--- src/rtl/lane_arbiter_if.sv ---
// Shared-lane bundle: per-requester request/beat inputs, grant status, and the single
// downstream beat stream with its source index.
interface lane_arbiter_if #(
    parameter int NREQ  = 4,
    parameter int WIDTH = 1
);
    localparam int SW = $clog2(NREQ);

    logic [NREQ-1:0]       req;
    logic [NREQ*WIDTH-1:0] in_data;
    logic [NREQ-1:0]       in_ready;
    logic [NREQ-1:0]       gnt;
    logic                  busy;
    logic                  out_valid;
    logic [WIDTH-1:0]      out_data;
    logic [SW-1:0]         out_src;
    logic                  out_ready;

    modport master (
        output req, in_data, out_ready,
        input  in_ready, gnt, busy, out_valid, out_data, out_src
    );

    modport slave (
        input  req, in_data, out_ready,
        output in_ready, gnt, busy, out_valid, out_data, out_src
    );
endinterface

--- src/rtl/lane_arbiter.sv ---
// Round-robin owner of one pass-through lane; granted requester streams beats through s0/s1.
// Latency: grant one cycle after request, beat reaches out_valid two edges after acceptance.
// Backpressure: out_ready stalls s1 then s0; in_ready drops when both are full, grant is held.
module lane_arbiter #(
    parameter int NREQ      = 4,
    parameter int WIDTH     = 1,
    parameter int MAX_BURST = 4
) (
    input  logic             clk,
    input  logic             rst_n,
    lane_arbiter_if.slave    bus
);
    localparam int SW = $clog2(NREQ);

    typedef enum logic {IDLE, OWN} state_t;

    typedef struct packed {
        logic             vld;
        logic [WIDTH-1:0] dat;
        logic [SW-1:0]    src;
    } stage_t;

    state_t            state, state_n;
    logic [SW-1:0]     g, rr_ptr, pick, g_inc;
    logic [NREQ-1:0]   pick_oh;
    logic [7:0]        cnt;
    logic [NREQ-1:0]   gnt_q;
    logic              busy_q;
    stage_t            s0, s1;

    logic              any_req, req_g, s1_load, s0_free, accept, release_own, last_beat;
    logic [WIDTH-1:0]  g_dat;
    logic [NREQ-1:0]   in_rdy;
    logic [2*NREQ-1:0] req_rot;
    int                pidx;

    assign any_req   = |bus.req;
    assign s1_load   = s0.vld && (!s1.vld || bus.out_ready);
    assign s0_free   = !s0.vld || s1_load;
    assign last_beat = (cnt == 8'(MAX_BURST - 1));
    assign g_inc     = (int'(g) == NREQ - 1) ? '0 : g + SW'(1);

    // Rotate the request vector so bit 0 is rr_ptr; the lowest set bit wins.
    always_comb begin
        req_rot = {bus.req, bus.req} >> rr_ptr;
        pick    = '0;
        pidx    = 0;
        for (int k = NREQ - 1; k >= 0; k--) begin
            if (req_rot[k]) begin
                pidx = int'(rr_ptr) + k;
                if (pidx >= NREQ) pidx = pidx - NREQ;
                pick = SW'(pidx);
            end
        end
        for (int i = 0; i < NREQ; i++) pick_oh[i] = (pick == SW'(i));
    end

    always_comb begin
        g_dat  = '0;
        req_g  = 1'b0;
        in_rdy = '0;
        for (int i = 0; i < NREQ; i++) begin
            if (g == SW'(i)) begin
                g_dat  = bus.in_data[i*WIDTH +: WIDTH];
                req_g  = bus.req[i];
                in_rdy[i] = (state == OWN) && s0_free;
            end
        end
    end

    assign accept      = (state == OWN) && s0_free && req_g;
    assign release_own = (state == OWN) && (!req_g || (accept && last_beat));

    always_comb begin
        state_n = state;
        case (state)
            IDLE:    if (any_req)     state_n = OWN;
            OWN:     if (release_own) state_n = IDLE;
            default:                  state_n = IDLE;
        endcase
    end

    always_ff @(posedge clk or negedge rst_n) begin
        if (!rst_n) state <= IDLE;
        else        state <= state_n;
    end

    always_ff @(posedge clk or negedge rst_n) begin
        if (!rst_n) begin
            g      <= '0;
            rr_ptr <= '0;
            cnt    <= '0;
            gnt_q  <= '0;
            busy_q <= 1'b0;
        end else if (state == IDLE && any_req) begin
            g      <= pick;
            gnt_q  <= pick_oh;
            busy_q <= 1'b1;
            cnt    <= '0;
        end else if (release_own) begin
            gnt_q  <= '0;
            busy_q <= 1'b0;
            cnt    <= '0;
            rr_ptr <= g_inc;
        end else if (accept) begin
            cnt    <= cnt + 8'd1;
        end
    end

    // s1 refills from s0 and s0 from the lane in the same edge, so a streaming grant never bubbles.
    always_ff @(posedge clk or negedge rst_n) begin
        if (!rst_n) begin
            s0 <= '0;
            s1 <= '0;
        end else begin
            if (s1_load)                      s1     <= s0;
            else if (bus.out_ready && s1.vld) s1.vld <= 1'b0;

            if (accept)       s0     <= '{vld: 1'b1, dat: g_dat, src: g};
            else if (s1_load) s0.vld <= 1'b0;
        end
    end

    assign bus.in_ready  = in_rdy;
    assign bus.gnt       = gnt_q;
    assign bus.busy      = busy_q;
    assign bus.out_valid = s1.vld;
    assign bus.out_data  = s1.dat;
    assign bus.out_src   = s1.src;
endmodule

--- src/flat_wrapper.sv ---
// flat-port wrapper written by rule: the top's interface ports become plain ports
module lane_arbiter_flat 
#(
    parameter int NREQ      = 4,
    parameter int WIDTH     = 1,
    parameter int MAX_BURST = 4
)
  (clk, rst_n, bus_req, bus_in_data, bus_out_ready, bus_in_ready, bus_gnt, bus_busy, bus_out_valid, bus_out_data, bus_out_src);
  lane_arbiter_if #(.NREQ(NREQ), .WIDTH(WIDTH)) bus_i ();
  input  logic clk;
  input  logic rst_n;
  input wire logic [$bits(bus_i.req)-1:0] bus_req;
  input wire logic [$bits(bus_i.in_data)-1:0] bus_in_data;
  input wire logic [$bits(bus_i.out_ready)-1:0] bus_out_ready;
  output wire logic [$bits(bus_i.in_ready)-1:0] bus_in_ready;
  output wire logic [$bits(bus_i.gnt)-1:0] bus_gnt;
  output wire logic [$bits(bus_i.busy)-1:0] bus_busy;
  output wire logic [$bits(bus_i.out_valid)-1:0] bus_out_valid;
  output wire logic [$bits(bus_i.out_data)-1:0] bus_out_data;
  output wire logic [$bits(bus_i.out_src)-1:0] bus_out_src;
  assign bus_i.req = bus_req;
  assign bus_i.in_data = bus_in_data;
  assign bus_i.out_ready = bus_out_ready;
  assign bus_in_ready = bus_i.in_ready;
  assign bus_gnt = bus_i.gnt;
  assign bus_busy = bus_i.busy;
  assign bus_out_valid = bus_i.out_valid;
  assign bus_out_data = bus_i.out_data;
  assign bus_out_src = bus_i.out_src;
  lane_arbiter #(.NREQ(NREQ), .WIDTH(WIDTH), .MAX_BURST(MAX_BURST)) u_core (.clk(clk), .rst_n(rst_n), .bus(bus_i));
endmodule
--- config.mk ---
export PLATFORM = sky130hd
export DESIGN_NAME = lane_arbiter_flat
export DESIGN_NICKNAME = d
export VERILOG_FILES = /design/src/rtl/lane_arbiter_if.sv /design/src/rtl/lane_arbiter.sv /design/src/flat_wrapper.sv
export SDC_FILE = /design/constraint.sdc
export NUM_CORES = 1
export LEC_CHECK = 0
export CORE_MARGIN = 2
export CORE_UTILIZATION = 50
export DETAILED_ROUTE_END_ITERATION = 12
export PLACE_DENSITY = 0.76
export SKIP_CTS_REPAIR_TIMING = 1
export SLEW_MARGIN = 10
export SYNTH_ARGS = -nofsm -noshare
export SYNTH_HDL_FRONTEND = slang
export SYNTH_SLANG_ARGS = --single-unit
--- constraint.sdc ---
create_clock -name clk -period 2.3 [get_ports clk]
set_input_delay 0.23 -clock clk [delete_from_list [all_inputs] [get_ports clk]]
set_output_delay 0.23 -clock clk [all_outputs]
set_load 0.005 [all_outputs]
# Yosys cells after proc, flatten, opt, wreduce, memory -nomap -nowiden

Index checks and enable logic that the tools add are counted.

Add/subtract/negate cells: 9
Magnitude comparators: 4
Eq/ne operators: 8
Shift-type cells: 1
Multiplexer cells: 35
Bitwise logic cells: 2
Reductions and logical operators: 21

Operators by type and width:

| operator              | count |
|---|---|
| $mux W8               | 3 |
| $mux W1               | 20 |
| $mux W2               | 9 |
| $ge A3 B3 Y1 const B  | 3 |
| $add A8 B1 Y8 const B | 1 |
| $eq A2 B2 Y1 const B  | 4 |
| $eq A8 B2 Y1 const B  | 1 |
| $mux W4               | 2 |
| $shr A8 B2 Y4         | 1 |
| $sub A2 B1 Y2 const B | 4 |
| $logic_and A1 B1 Y1   | 7 |
| $add A2 B2 Y3 const B | 2 |
| $eq A2 B1 Y1 const B  | 3 |
| $reduce_bool A2 Y1    | 3 |
| $logic_not A2 Y1      | 2 |
| $reduce_or A4 Y1      | 1 |
| $add A2 B1 Y3 const B | 1 |
| $ge A2 B3 Y1 const B  | 1 |
| $logic_not A1 Y1      | 3 |
| $logic_or A1 B1 Y1    | 3 |
| $reduce_bool A3 Y1    | 1 |
| $add A2 B1 Y2 const B | 1 |
| $not A1 Y1            | 2 |
| $pmux W1 S2           | 1 |
| $reduce_and A2 Y1     | 1 |

Register bits after elaboration: 26
Input bits: 11
Word-level logic and storage cells: 92

# Longest topological paths before layout

Depth in word-level cells: 11
Mapped depth: 8

# Worst setup path before layout

OpenSTA, ideal clock, no wires.

Path kind: register -> register
Start: register u_core.g[0]
End: register u_core.cnt[4]
Arrival: 1920 ps
Required time: 2206 ps
Setup slack: 286 ps
Stages on the path, launching flop included: 7
Path through: dfrtp_1 > ha_1 > nor2b_1 > a211o_1 > buf_6 > or4_1 > a211oi_1

Word-level cells in the longest chain between the ends: 11

Ends and longest elaborated chain:

| element                | line                | text |
|---|---|---|
| from (decl)            | lane_arbiter.sv:24  | `logic [SW-1:0] g, rr_ptr, pick, g_inc;` |
| from (signal assigned) | lane_arbiter.sv:96  | `g <= pick;` |
| $logic_not A2 Y1       | lane_arbiter.sv:63  | `if (g == SW'(i)) begin` |
| $mux W1 (3 in series)  | lane_arbiter.sv:63  |  |
| $mux W1 (*)            | lane_arbiter.sv:63  |  |
| $logic_and A1 B1 Y1    | lane_arbiter.sv:71  | `assign accept = (state == OWN) && s0_free && req_g;` |
| $logic_and A1 B1 Y1    | lane_arbiter.sv:72  | `assign release_own = (state == OWN) && (!req_g \|\| (accept && last_beat));` |
| $logic_or A1 B1 Y1     | lane_arbiter.sv:72  |  |
| $logic_and A1 B1 Y1    | lane_arbiter.sv:72  |  |
| $mux W8                | lane_arbiter.sv:100 | `end else if (release_own) begin` |
| $mux W8                | lane_arbiter.sv:95  | `end else if (state == IDLE && any_req) begin` |
| to (signal assigned)   | lane_arbiter.sv:106 | `cnt <= cnt + 8'd1;` |
| to (decl)              | lane_arbiter.sv:26  | `logic [7:0] cnt;` |

Mark *: on every way between the ends. The rest lies on a longest branch, timed or not.
A chain may end at the register's enable or synchronous reset.

# Final worst setup path

Start: register u_core.g[1]
End: register u_core.cnt[4]

The elaborated chain is that of the path after synthesis.

==> impl_metrics.json <==
{
  "status": "finished, final reports clean",
  "cp_max_fo": 11,
  "ant_nets": 0,
  "seq_area_um2": 651,
  "routedWlPerCell_um": 16.4,
  "setup.worst_path.end_class": "flip-flop",
  "final.setup.tns_ns": 0,
  "power.leakage_nw": 0.737,
  "critical-path-top-delay-family": "simple AND/OR/NAND/NOR gates",
  "synth_xor_area_frac": 0,
  "pwr-share-comb": 0.539,
  "r2r-end": "u_core.cnt[4]",
  "htreeDepth": 1,
  "drt_iter0_drc": 38,
  "clk_pin_slew_worst_paths_ns": 0.14,
  "startpoint_type": "flip-flop",
  "die-area_um2": 3260,
  "hold_violations": 0,
  "syn_nets": 162,
  "fillers": 229,
  "start_util": 0.520,
  "setup_violations": 0,
  "p_sw_frac": 0.403,
  "vias_per_cell": 6.20,
  "nets": 191,
  "maxCapViolCount": 0,
  "stdcell_count": 205,
  "clk_latency_ns": 0.32,
  "grt_pass1_wl_mm": 5.62,
  "placed_cell_area_um2": 1690,
  "track_usage": 0.217,
  "cts_buffer_depth": 2,
  "synth_top_area_cell": "dfrtp_1",
  "n_antenna_cell": 0,
  "power_frac_seq": 0.350,
  "worst-path-buf-inv": 1,
  "gp_congestion": 0.837,
  "timing.rr.start": "u_core.g[1]",
  "grt_pass1_vias": 1259,
  "p_clk_frac": 0.110,
  "switchingPower_w": 0.000857,
  "hold_class": "primary input to async pin",
  "final_common_cell": "dfrtp_1",
  "yosys_register_bits": 26,
  "fin_crit_sh": 0.948,
  "power_density_nw_per_um2": 1210,
  "fin_crit_ns": 2.18,
  "crit_type": "flip-flop to flip-flop",
  "num_rows": 19,
  "tritoncts": "built",
  "worst_pin_slew_ns": 0.658,
  "grt-ovfl-total": 0,
  "antenna_found_initial": 0,
  "cts_root_buffer": "clkbuf_4",
  "synth_cell_types": 35,
  "multi_input_area_um2": 728,
  "top_level_ports": 24,
  "skew_ns": 0.00638,
  "synth_edf_count": 0,
  "finalWirelength_mm": 3.35,
  "synth_flop_cell": "dfrtp_1",
  "drc_errors": 0,
  "die_h_um": 57.1,
  "dp_hpwl_mm": 2.36,
  "synthTopCellsByArea": "dfrtp_1 (46%), a211oi_1 (5.3%), o21ai_0 (4.6%)",
  "numPortBuffers": 23,
  "design_area_um2": 1760,
  "cp_cell_sequence": "inv_1, ha_2, nand3b_1, a211o_4, or4_1, a211oi_2",
  "layout_common_cells": "dfrtp_1 (26), clkdlybuf4s50_1 (23), nand2_1 (13), o21ai_0 (13)",
  "dieWidth_um": 57.1,
  "cts.sinks": 26,
  "fmax_mhz": 459,
  "required_ns": 2.55,
  "reg2reg_depth": 6,
  "cpMaxStageDelayCell": "or4_1",
  "synth_top_cell_area_share": 0.461,
  "syn-cell-area_um2": 1410,
  "layout-drive-gt1-share": 0.138,
  "synthMuxAreaShare": 0.0399,
  "drv_slew": 0,
  "grt_max_degree": 27,
  "synthAdderAreaFrac": 0.0444,
  "slowest_delay_ns": 0.55,
  "drtPass1Iterations": 4,
  "core_area_um2": 2710,
  "via_count": 1272,
  "async_reset_ff_frac": 1.00,
  "ys_seq_area_frac": 0.461,
  "placed_cells_incl_taps": 200,
  "synth_top_family_by_area": "simple AND/OR/NAND/NOR gates",
  "cp.arrival_ns": 2.43,
  "synth_compound_area_frac": 0.201,
  "internal_power_w": 0.00127,
  "peakVddDrop_uv": 883,
  "numCtsBuffers": 3,
  "max-slew-margin-rel": 0.560,
  "synth_cells": 146,
  "syn_avg_cell_area_um2": 9.66,
  "crit_start": "u_core.g[1]",
  "yosysWarnings": 0,
  "reg2reg_slack_ns": 0.12,
  "synth-simple-area-share": 0.213,
  "syn_to_final_growth_pct": 25.0,
  "rsz0062_at_grt": "false"
}
[power groups by stage]
stage               sequential [W]  combinational [W]  clock (W)
floorplan                 0.000713           0.000693          0
global placement          0.000740            0.00102          0
detailed placement        0.000750            0.00107          0
CTS                       0.000742            0.00108   0.000238
global route              0.000766            0.00127   0.000259
finish                    0.000745            0.00115   0.000234
[cells in the mapped netlist, types with 2 or more instances]
cell and count:
o21ai_0 13, nor3_1 2, nand3b_1 2, ha_1 5, nand2b_1 4, and3_1 5
nand3_1 4, inv_1 7, o31ai_1 4, nand4_1 3, clkbuf_1 4, or4_1 4
a21oi_1 6, dfrtp_1 26, or3_1 4, a211oi_1 10, or2_2 2, o32ai_1 4
nor2_1 5, nand2_1 13, mux2_2 5
[area by class of cell]
class | instances | share of cell area
Clock buffer | 4 | 0.0206
Timing Repair Buffer | 30 | 0.160
Multi-Input combinational cell | 107 | 0.413
Sequential cell | 26 | 0.369
Tap cell | 31 | 0.0220
Inverter | 7 | 0.0149
[flip-flops by register name (all words and copies together) (netlist names)]
name,flops
u_core.bus.gnt,4
u_core.bus.busy,1
u_core.cnt,8
u_core.state,1
u_core.bus.out_src,2
u_core.bus.out_valid,1
u_core.g,2
u_core.s0,4
u_core.bus.out_data,1
u_core.rr_ptr,2
[worst reg2reg max path, cell delays in order, from the launching register on]
cell,delay (ns)
dfrtp_1,0.45
inv_1,0.10
ha_2,0.21
nand3b_1,0.17
a211o_4,0.39
or4_1,0.55
a211oi_2,0.23
[layer usage]
| metal | vias to the layer above | wire [um] | GRT usage |
|---|---|---|---|
| li1 | 604 | - | - |
| met1 | 632 | 1450 | 0.268 |
| met2 | 31 | 1750 | 0.384 |
| met3 | 5 | 120 | 0.0317 |
| met4 | 0 | 34 | 0.0797 |
| met5 | - | 0 | 0 |
[worst max path at each step]
| stage | end | slack, ns | depth (start not counted) |
|---|---|---|---|
| finish | u_core.cnt[4] | 0.12 | 6 |
| global route | u_core.cnt[0] | 0.01 | 7 |
| CTS | u_core.cnt[0] | 0.05 | 6 |
| detailed placement | u_core.cnt[3] | 0.08 | 6 |
| global placement | u_core.cnt[5] | 0.18 | 5 |
| floorplan | u_core.cnt[4] | 0.29 | 6 |
[logic make-up (layout without fill, tap and decap cells)]
kind of cell               Yosys count  in the layout
buffers and inverters               13             41
adders and majority gates            5              5
AOI/OAI and AO/OA                   43             43
muxes                                5              5
and+or+nand+nor                     54             54
DFF                                 26             26
[stage by stage]
| stage | util | setup WS (ns) | hold slack [ns] | power [W] |
|---|---|---|---|---|
| 2_1_floorplan | - | 0.286 | -0.0656 | 0.00141 |
| 3_3_place_gp | 0.625 | 0.177 | 0.475 | 0.00176 |
| 3_5_place_dp | 0.625 | 0.0763 | 0.490 | 0.00182 |
| 4_1_cts | 0.638 | 0.0544 | 0.260 | 0.00206 |
| 5_1_grt | 0.651 | 0.0135 | 0.278 | 0.00229 |
| 6_report | 0.651 | 0.120 | 0.253 | 0.00213 |
Note: power is estimated with default switching activity, not from simulation.
